==> src/rtl/led_heartbeat_pkg.sv <==
// Shared mode encoding for the LED heartbeat array and its per-channel engine.
package led_heartbeat_pkg;

    typedef enum logic [1:0] {
        LED_MODE_OFF      = 2'd0,
        LED_MODE_ON       = 2'd1,
        LED_MODE_BLINK    = 2'd2,
        LED_MODE_ACTIVITY = 2'd3
    } led_mode_e;

    localparam int LED_MODE_W = 2;

    // LED level a channel shows on the edge where it enters a mode.
    function automatic logic entry_level(input led_mode_e mode);
        return mode == LED_MODE_ON;
    endfunction

endpackage

==> src/rtl/led_heartbeat_channel.sv <==
// One LED channel: registered mode, tick counter and LED flop implementing
// OFF / ON / BLINK / ACTIVITY-stretch behaviour.
module led_heartbeat_channel
    import led_heartbeat_pkg::*;
#(
    parameter int CNT_W = 12
) (
    input  logic             clk,
    input  logic             rst,
    input  logic             tick,
    input  led_mode_e        mode,
    input  logic [CNT_W-1:0] period,
    input  logic             event_pulse,
    output logic             led
);

    led_mode_e        mode_q, mode_d;
    logic [CNT_W-1:0] cnt_q, cnt_d;
    logic             led_q, led_d;

    // NOTE: every always_comb output gets a default first so no path leaves it
    // unassigned; otherwise synthesis infers a latch.
    always_comb begin
        mode_d = mode;
        cnt_d  = cnt_q;
        led_d  = led_q;

        if (mode != mode_q) begin
            cnt_d = '0;
            led_d = entry_level(mode);
        end else begin
            unique case (mode)
                LED_MODE_OFF: begin
                    cnt_d = '0;
                    led_d = 1'b0;
                end
                LED_MODE_ON: begin
                    cnt_d = '0;
                    led_d = 1'b1;
                end
                LED_MODE_BLINK: begin
                    if (tick) begin
                        if (cnt_q == period) begin
                            cnt_d = '0;
                            led_d = ~led_q;
                        end else begin
                            cnt_d = cnt_q + CNT_W'(1);
                        end
                    end
                end
                LED_MODE_ACTIVITY: begin
                    // A reload beats a coincident tick; a count of 0 or 1 ends the stretch.
                    if (event_pulse) begin
                        cnt_d = period;
                        led_d = 1'b1;
                    end else if (tick) begin
                        if (cnt_q > CNT_W'(1)) begin
                            cnt_d = cnt_q - CNT_W'(1);
                        end else begin
                            cnt_d = '0;
                            led_d = 1'b0;
                        end
                    end
                end
            endcase
        end
    end

    // NOTE: sequential state uses non-blocking assignments so every flop samples
    // the pre-edge values, independent of statement order.
    always_ff @(posedge clk) begin
        if (rst) begin
            mode_q <= LED_MODE_OFF;
            cnt_q  <= '0;
            led_q  <= 1'b0;
        end else begin
            mode_q <= mode_d;
            cnt_q  <= cnt_d;
            led_q  <= led_d;
        end
    end

    assign led = led_q;

endmodule

==> src/rtl/led_heartbeat_array.sv <==
// Bank of NUM_CH status-LED drivers sharing one prescaler, with a selectable spare LED.
// Define LED_HEARTBEAT_PWM_EN to add the dim input and a final PWM dimming stage.
module led_heartbeat_array
    import led_heartbeat_pkg::*;
#(
    parameter int NUM_CH       = 8,
    parameter int PRESCALE_W   = 20,
    parameter int PRESCALE_MAX = 83000,
    parameter int CNT_W        = 12,
    parameter int SEL_W        = 3
) (
    input  logic                      sys_clock_in,
    input  logic                      system_reset_in,
    input  logic [2*NUM_CH-1:0]       ch_mode,
    input  logic [CNT_W*NUM_CH-1:0]   ch_period,
    input  logic [NUM_CH-1:0]         ch_event,
    input  logic [SEL_W-1:0]          sel,
`ifdef LED_HEARTBEAT_PWM_EN
    input  logic [3:0]                dim,
`endif
    output logic [NUM_CH-1:0]         leds,
    output logic                      sel_led,
    output logic                      tick
);

    localparam logic [PRESCALE_W-1:0] PRE_TERM = PRESCALE_W'(PRESCALE_MAX);

    logic [PRESCALE_W-1:0] pre_cnt_q, pre_cnt_d;
    logic                  tick_q, tick_d;
    logic                  sel_led_q, sel_led_d;
    logic [NUM_CH-1:0]     led_w;

    always_comb begin
        tick_d    = (pre_cnt_q == PRE_TERM);
        pre_cnt_d = tick_d ? '0 : pre_cnt_q + PRESCALE_W'(1);
        sel_led_d = 1'b0;
        if (int'(sel) < NUM_CH) begin
            sel_led_d = led_w[sel];
        end
    end

    always_ff @(posedge sys_clock_in) begin
        if (system_reset_in) begin
            pre_cnt_q <= '0;
            tick_q    <= 1'b0;
            sel_led_q <= 1'b0;
        end else begin
            pre_cnt_q <= pre_cnt_d;
            tick_q    <= tick_d;
            sel_led_q <= sel_led_d;
        end
    end

    for (genvar i = 0; i < NUM_CH; i++) begin : g_ch
        led_heartbeat_channel #(
            .CNT_W (CNT_W)
        ) u_channel (
            .clk         (sys_clock_in),
            .rst         (system_reset_in),
            .tick        (tick_q),
            .mode        (led_mode_e'(ch_mode[LED_MODE_W*i +: LED_MODE_W])),
            .period      (ch_period[CNT_W*i +: CNT_W]),
            .event_pulse (ch_event[i]),
            .led         (led_w[i])
        );
    end

`ifdef LED_HEARTBEAT_PWM_EN
    logic [3:0]        pwm_q, pwm_d;
    logic [NUM_CH-1:0] leds_q, leds_d;
    logic              sel_out_q, sel_out_d;
    logic              pwm_on;

    // Dimming gates the already-registered LEDs, costing one more cycle of latency.
    always_comb begin
        pwm_d     = pwm_q + 4'd1;
        pwm_on    = (pwm_q < dim);
        leds_d    = led_w & {NUM_CH{pwm_on}};
        sel_out_d = sel_led_q & pwm_on;
    end

    always_ff @(posedge sys_clock_in) begin
        if (system_reset_in) begin
            pwm_q     <= '0;
            leds_q    <= '0;
            sel_out_q <= 1'b0;
        end else begin
            pwm_q     <= pwm_d;
            leds_q    <= leds_d;
            sel_out_q <= sel_out_d;
        end
    end

    assign leds    = leds_q;
    assign sel_led = sel_out_q;
`else
    assign leds    = led_w;
    assign sel_led = sel_led_q;
`endif

    assign tick = tick_q;

endmodule
==> config.mk <==
export PLATFORM = sky130hd
export DESIGN_NAME = led_heartbeat_array
export DESIGN_NICKNAME = d
export VERILOG_FILES = /design/src/rtl/led_heartbeat_pkg.sv /design/src/rtl/led_heartbeat_channel.sv /design/src/rtl/led_heartbeat_array.sv
export SDC_FILE = /design/constraint.sdc
export NUM_CORES = 1
export LEC_CHECK = 0
export CAP_MARGIN = 10
export CORE_ASPECT_RATIO = 1.2
export CORE_UTILIZATION = 35
export DETAILED_ROUTE_END_ITERATION = 10
export HOLD_SLACK_MARGIN = 0.1
export REMOVE_ABC_BUFFERS = 1
export SLEW_MARGIN = 20
export SYNTH_ARGS = -nofsm -noshare
export SYNTH_HDL_FRONTEND = slang
export SYNTH_HIERARCHICAL = 1
export SYNTH_SLANG_ARGS = --single-unit
export TNS_END_PERCENT = 100
==> constraint.sdc <==
create_clock -name sys_clock_in -period 3.15 [get_ports sys_clock_in]
set_clock_uncertainty 0.05 [all_clocks]
set_input_delay 0.63 -clock sys_clock_in [delete_from_list [all_inputs] [get_ports sys_clock_in]]
set_output_delay 0.63 -clock sys_clock_in [all_outputs]
set_load 0.02 [all_outputs]
# Word-level counts from Yosys, hierarchy flattened
# Index checks and enable logic that the tools add are counted.
# word_totals
regBits,142
latch_bits,0
ram_bits,0
rom_bits,0
input_bits,125
out_inout_bits,10
word_cells,297
memories,0
# op_classes
n_addsub,17
mul,0
n_div,0
magnitude_cmp,9
n_eq_ne,89
shifts,0
muxes,106
n_bitwise,8
n_reduce_logical,41
# op_table
op,n
12-bit 2-to-1 mux,40
12-bit one-hot mux with 3 select lines,8
12-bit by 1-bit adder with 12-bit output (second input constant),8
12-bit == test,8
12-bit by 1-bit > comparator with 1-bit output (second input constant),8
12-bit by 1-bit subtractor with 12-bit output (second input constant),8
4-bit by 3-bit inequality test with 1-bit output (second input constant),16
1-bit 2-to-1 mux,49
2-bit OR reduction,17
2-bit == test (second input constant),16
1-bit one-hot mux with 4 select lines,8
4-bit AND reduction,8
3-bit by 1-bit inequality test with 1-bit output (second input constant),8
3-bit by 2-bit inequality test with 1-bit output (second input constant),8
3-bit inequality test (second input constant),8
20-bit by 1-bit adder with 20-bit output (second input constant),1
20-bit by 17-bit == test with 1-bit output (second input constant),1
2-bit by 1-bit == test with 1-bit output (second input constant),8
2-bit logical NOT,8
2-bit inequality test,8
2-bit inequality test (second input constant),8
2-bit AND reduction,8
1-bit inverter,8
3-bit by 4-bit < comparator with 1-bit output (second input constant),1
1-bit binary-select mux with 3-bit select,1

# Logic depth before layout (Yosys ltp)
# logic_depth
depth_word,6
mapped_depth,9
ltp_nobuf,7

# Hierarchy
# The synthesis kept the hierarchy.
# by_module_without_submodules
mod,instances,cells_each,area_each_um2,seq_area_each_um2
led_heartbeat_channel at g_ch[0].u_channel ...,7,199,1536.5,300.3
led_heartbeat_channel at g_ch[7].u_channel,1,197,1530.2,300.3
led_heartbeat_array,1,117,1063.5,440.4

# Worst setup path after synthesis
# OpenSTA, ideal clock, no wires.
# synth_path
path_type,flip-flop to flip-flop
from,"register tick_q, in the netlist tick"
to,register g_ch[0].u_channel.cnt_q[11]
setup_time_ns,0.074
arrival_ns,2.350
required_ns,3.026
slack_ns,0.676
stages_incl_launch_ff,7
path_buffers,1
synth_period_minus_slack_ns,2.474
cell_sequence,dfxtp_1 > nor2b_4 > and2_1 > buf_6 > or4_1 > a21bo_1 > a31oi_1
# synth_between
elab_chain_cells,2
word_cells_on_any_way,3
cone_classes,eq/ne: 2; reduce/logical: 1
# synth_rtl
element,line,rtl
start: declaration,led_heartbeat_array.sv:29,"logic tick_q, tick_d;"
start signal: assignment,led_heartbeat_array.sv:49,tick_q <= tick_d;
3-bit inequality test (no source line) or 2-bit inequality test (tied branches),-,
2-bit AND reduction (no source line) (*),-,
end signal: assignment,led_heartbeat_channel.sv:78,cnt_q <= cnt_d;
end: declaration,led_heartbeat_channel.sv:18,"logic [CNT_W-1:0] cnt_q, cnt_d;"
# Every way passes the cells marked *; elsewhere a longest branch is shown, timed or not.
# A chain may end at the register's enable or synchronous reset.

# Worst setup path in the final report
# layout_path
from,input port ch_period[82]
to,register g_ch[6].u_channel.cnt_q[7]
# layout_between
elab_chain_cells,4
# layout_rtl
element,line,rtl
start: declaration,led_heartbeat_array.sv:15,"input logic [CNT_W*NUM_CH-1:0] ch_period,"
12-bit == test,led_heartbeat_channel.sv:43,if (cnt_q == period) begin
12-bit 2-to-1 mux,led_heartbeat_channel.sv:43,
12-bit 2-to-1 mux,led_heartbeat_channel.sv:42,if (tick) begin
12-bit one-hot mux with 3 select lines,led_heartbeat_channel.sv:32,unique case (mode)
end signal: assignment,led_heartbeat_channel.sv:78,
end: declaration,led_heartbeat_channel.sv:18,
# Every way passes these cells. The select of a mux whose other input is x is not followed.

==> impl_metrics.json <==
{
  "status": "finished clean",
  "hp-start": "pre_cnt_q[0]",
  "cts_tree": "yes",
  "vdd.ir_drop.worst_mv": 0.364,
  "grt_busiest_layer": "met2",
  "critical_path_required_ns": 3.46,
  "rsz0062_at_grt": "false",
  "totalWireLength_microns": 40200,
  "stdcell_count": 2237,
  "ys_seq_area_frac": 0.213,
  "clk_pin_slew_ns": 0.07,
  "ctsResizeCount": 0,
  "whs_path_depth": 1,
  "postCtsSetupBuffers": 0,
  "numCtsBuffers": 17,
  "fp.dieW_microns": 180,
  "drive_gt1_frac": 0.100,
  "clock-sinks": 142,
  "hold_violations": 0,
  "rows": 78,
  "r2r_cells": 5,
  "via_per_inst": 5.97,
  "avgSynthCellArea_sq_um": 7.82,
  "die_h_microns": 216,
  "dpl.hpwl_microns": 29000,
  "drv_cap": 0,
  "use_met1": 0.254,
  "reg2reg_setup_slack_ns": 0.59,
  "ant_nets": 0,
  "reg2reg_to": "g_ch[6].u_channel/cnt_q[7]",
  "netlist_instances": 1707,
  "fillers": 3866,
  "relSlewSlack": 0.273,
  "synth_top_area_frac": 0.213,
  "gp_congestion": 0.918,
  "grt-ovfl-total": 0,
  "portBuffers": 134,
  "ys_top_cells_by_area": "dfxtp_1, xor2_1, a221oi_1",
  "antenna_found_initial": 0,
  "fin_crit_ns": 2.68,
  "drc": 0,
  "drt_iter0_markers": 1133,
  "hold_buffers": 0,
  "setup_violations": 0,
  "grt_max_degree": 30,
  "nets": 1895,
  "gr-usage-met3": 0.0265,
  "cts-root-buf": "clkbuf_16",
  "vias": 13400,
  "startpoint_type": "input port",
  "worstSkewPairLatency_ns": 0.44,
  "reg2reg_from": "g_ch[6].u_channel/cnt_q[4]",
  "dr.pass1.iters": 7,
  "track_usage": 0.203,
  "p_leak_nw": 5.27,
  "synth-seq-cells": 142,
  "wl_per_cell_microns": 18.0,
  "dieArea_sq_mm": 0.0389,
  "diodes": 0,
  "h-tree-depth": 4,
  "tns_ns": 0,
  "powerDensity_mw_per_mm2": 341,
  "clock_path_buffers": 2,
  "min_period_over_period": 0.851,
  "slew_violations": 0,
  "synth_ff_type": "dfxtp_1",
  "coreArea_sq_mm": 0.0377,
  "tightest_slew_ns": 1.09,
  "grt_pass1_wl_microns": 65200,
  "yosys_warnings": 6,
  "synth_commonest_cells": "nand2_1, dfxtp_1, xor2_1",
  "syn_to_final_growth_pct": 13.8,
  "arrival_ns": 2.99,
  "ios": 135,
  "end_kind": "flop",
  "synth_edf_count": 0,
  "yosysTopAreaCell": "dfxtp_1",
  "hold_end": "pre_cnt_q[0]",
  "synth_cell_types": 79,
  "netlist_area_sq_mm": 0.0133,
  "grtUsageMet2": 0.347,
  "grt_pass1_vias": 12800,
  "worst-path-max-fanout": 14,
  "hold_path.class": "reg -> reg",
  "async_flop_share": 0,
  "criticalPathCategory": "in -> reg",
  "placed_cells": 2205,
  "yosysMostFrequentCell": "nand2_1",
  "initial_utilization": 0.354,
  "max_freq_mhz": 373
}
==> per-stage QoR <==
stage               hold slack (ns)  cell area, sq um   util  setup slack, ns  total power [mW]
floorplan                     0.390             12300      -            0.645              2.60
global placement              0.405             14600  0.388           0.0583              3.09
detailed placement            0.414             14600  0.388           0.0432              3.10
CTS                           0.429             15200  0.403            0.517              5.27
global route                  0.474             15200  0.403            0.295              5.43
finish                        0.424             15200  0.403            0.469              5.18
==> layout by cell type (no fill, tap or decap), types with 8 or more instances in the layout <==
cell type and instances:
nand2_1 172, dfxtp_1 141, clkdlybuf4s50_1 133, xor2_1 119, nor2_1 109, o21ai_0 94
nand3_1 89, a221oi_1 86, a21oi_1 82, xnor2_1 68, inv_1 48, nor3_1 44
a31oi_1 41, buf_4 38, nor4_1 36, nand4_1 31, ha_1 26, and2_1 23
and4_1 21, a211oi_1 21, and3_1 19, or4_4 17, clkbuf_16 17, nor2b_1 15
a222oi_1 14, or3_1 10, nand3b_1 9, or2_2 9, a31o_2 9, o211ai_1 9
a21o_1 8, o211a_1 8, mux2_2 8, nor4_2 8, a311oi_1 8, nor3b_1 8
==> kinds of logic after synthesis <==
group	share of synthesized area
and+or+nand+nor	0.284
AOI/OAI and AO/OA	0.248
buffers and inverters	0.0893
xor gates and xnor gates	0.123
DFF	0.213
adders and majority gates	0.0244
muxes	0.0190
==> worst max-delay path: stages <==
cell	delay [ns]
clkdlybuf4s50_1	0.50
xor2_1	0.27
nor4_1	0.12
a311oi_2	0.89
o21ai_0	0.29
a211oi_1	0.29
==> final cells by class <==
| cell class | instances | area (sq um) | share of cell area |
|---|---|---|---|
| Clock buffer | 22 | 484 | 0.0319 |
| Clock inverter | 10 | 111 | 0.00733 |
| Inverter | 48 | 180 | 0.0119 |
| Multi-Input combinational cell | 1361 | 9310 | 0.613 |
| Sequential cell | 142 | 2840 | 0.187 |
| Tap cell | 480 | 601 | 0.0395 |
| Timing Repair Buffer | 174 | 1660 | 0.109 |
==> sequential cells by signal (all words and copies together), names as in the netlist <==
signal / flops
g_ch.u_channel/cnt_q: 96
g_ch.u_channel/led: 8
g_ch.u_channel/mode_q: 16
pre_cnt_q: 20
sel_led: 1
tick: 1
==> layer usage <==
layer,up-vias,routed length [microns]
met5,-,0
met4,0,1120
met3,77,1860
met2,454,19700
met1,6387,17600
li1,6444,-
==> power breakdown <==
part           internal [mW]  leakage [nW]  switching [mW]  total, mW
logic                  0.527          3.83           0.640       1.17
clock network           1.25         0.288           0.866       2.11
registers               1.84          1.15          0.0677       1.90
==> worst max-delay path by stage <==
stage,from,endpoint,slack (ns),cells after the start
after global placement,ch_period[82],g_ch[6].u_channel/cnt_q[7],0.06,6
after CTS,ch_period[82],g_ch[6].u_channel/cnt_q[7],0.52,6
final,ch_period[82],g_ch[6].u_channel/cnt_q[7],0.47,6
after floorplan,tick,g_ch[0].u_channel/cnt_q[11],0.65,5
after global routing,ch_period[82],g_ch[6].u_channel/cnt_q[7],0.30,6
after detailed placement,ch_period[82],g_ch[6].u_channel/cnt_q[7],0.04,6
Note: power is estimated with default switching activity, not from simulation.
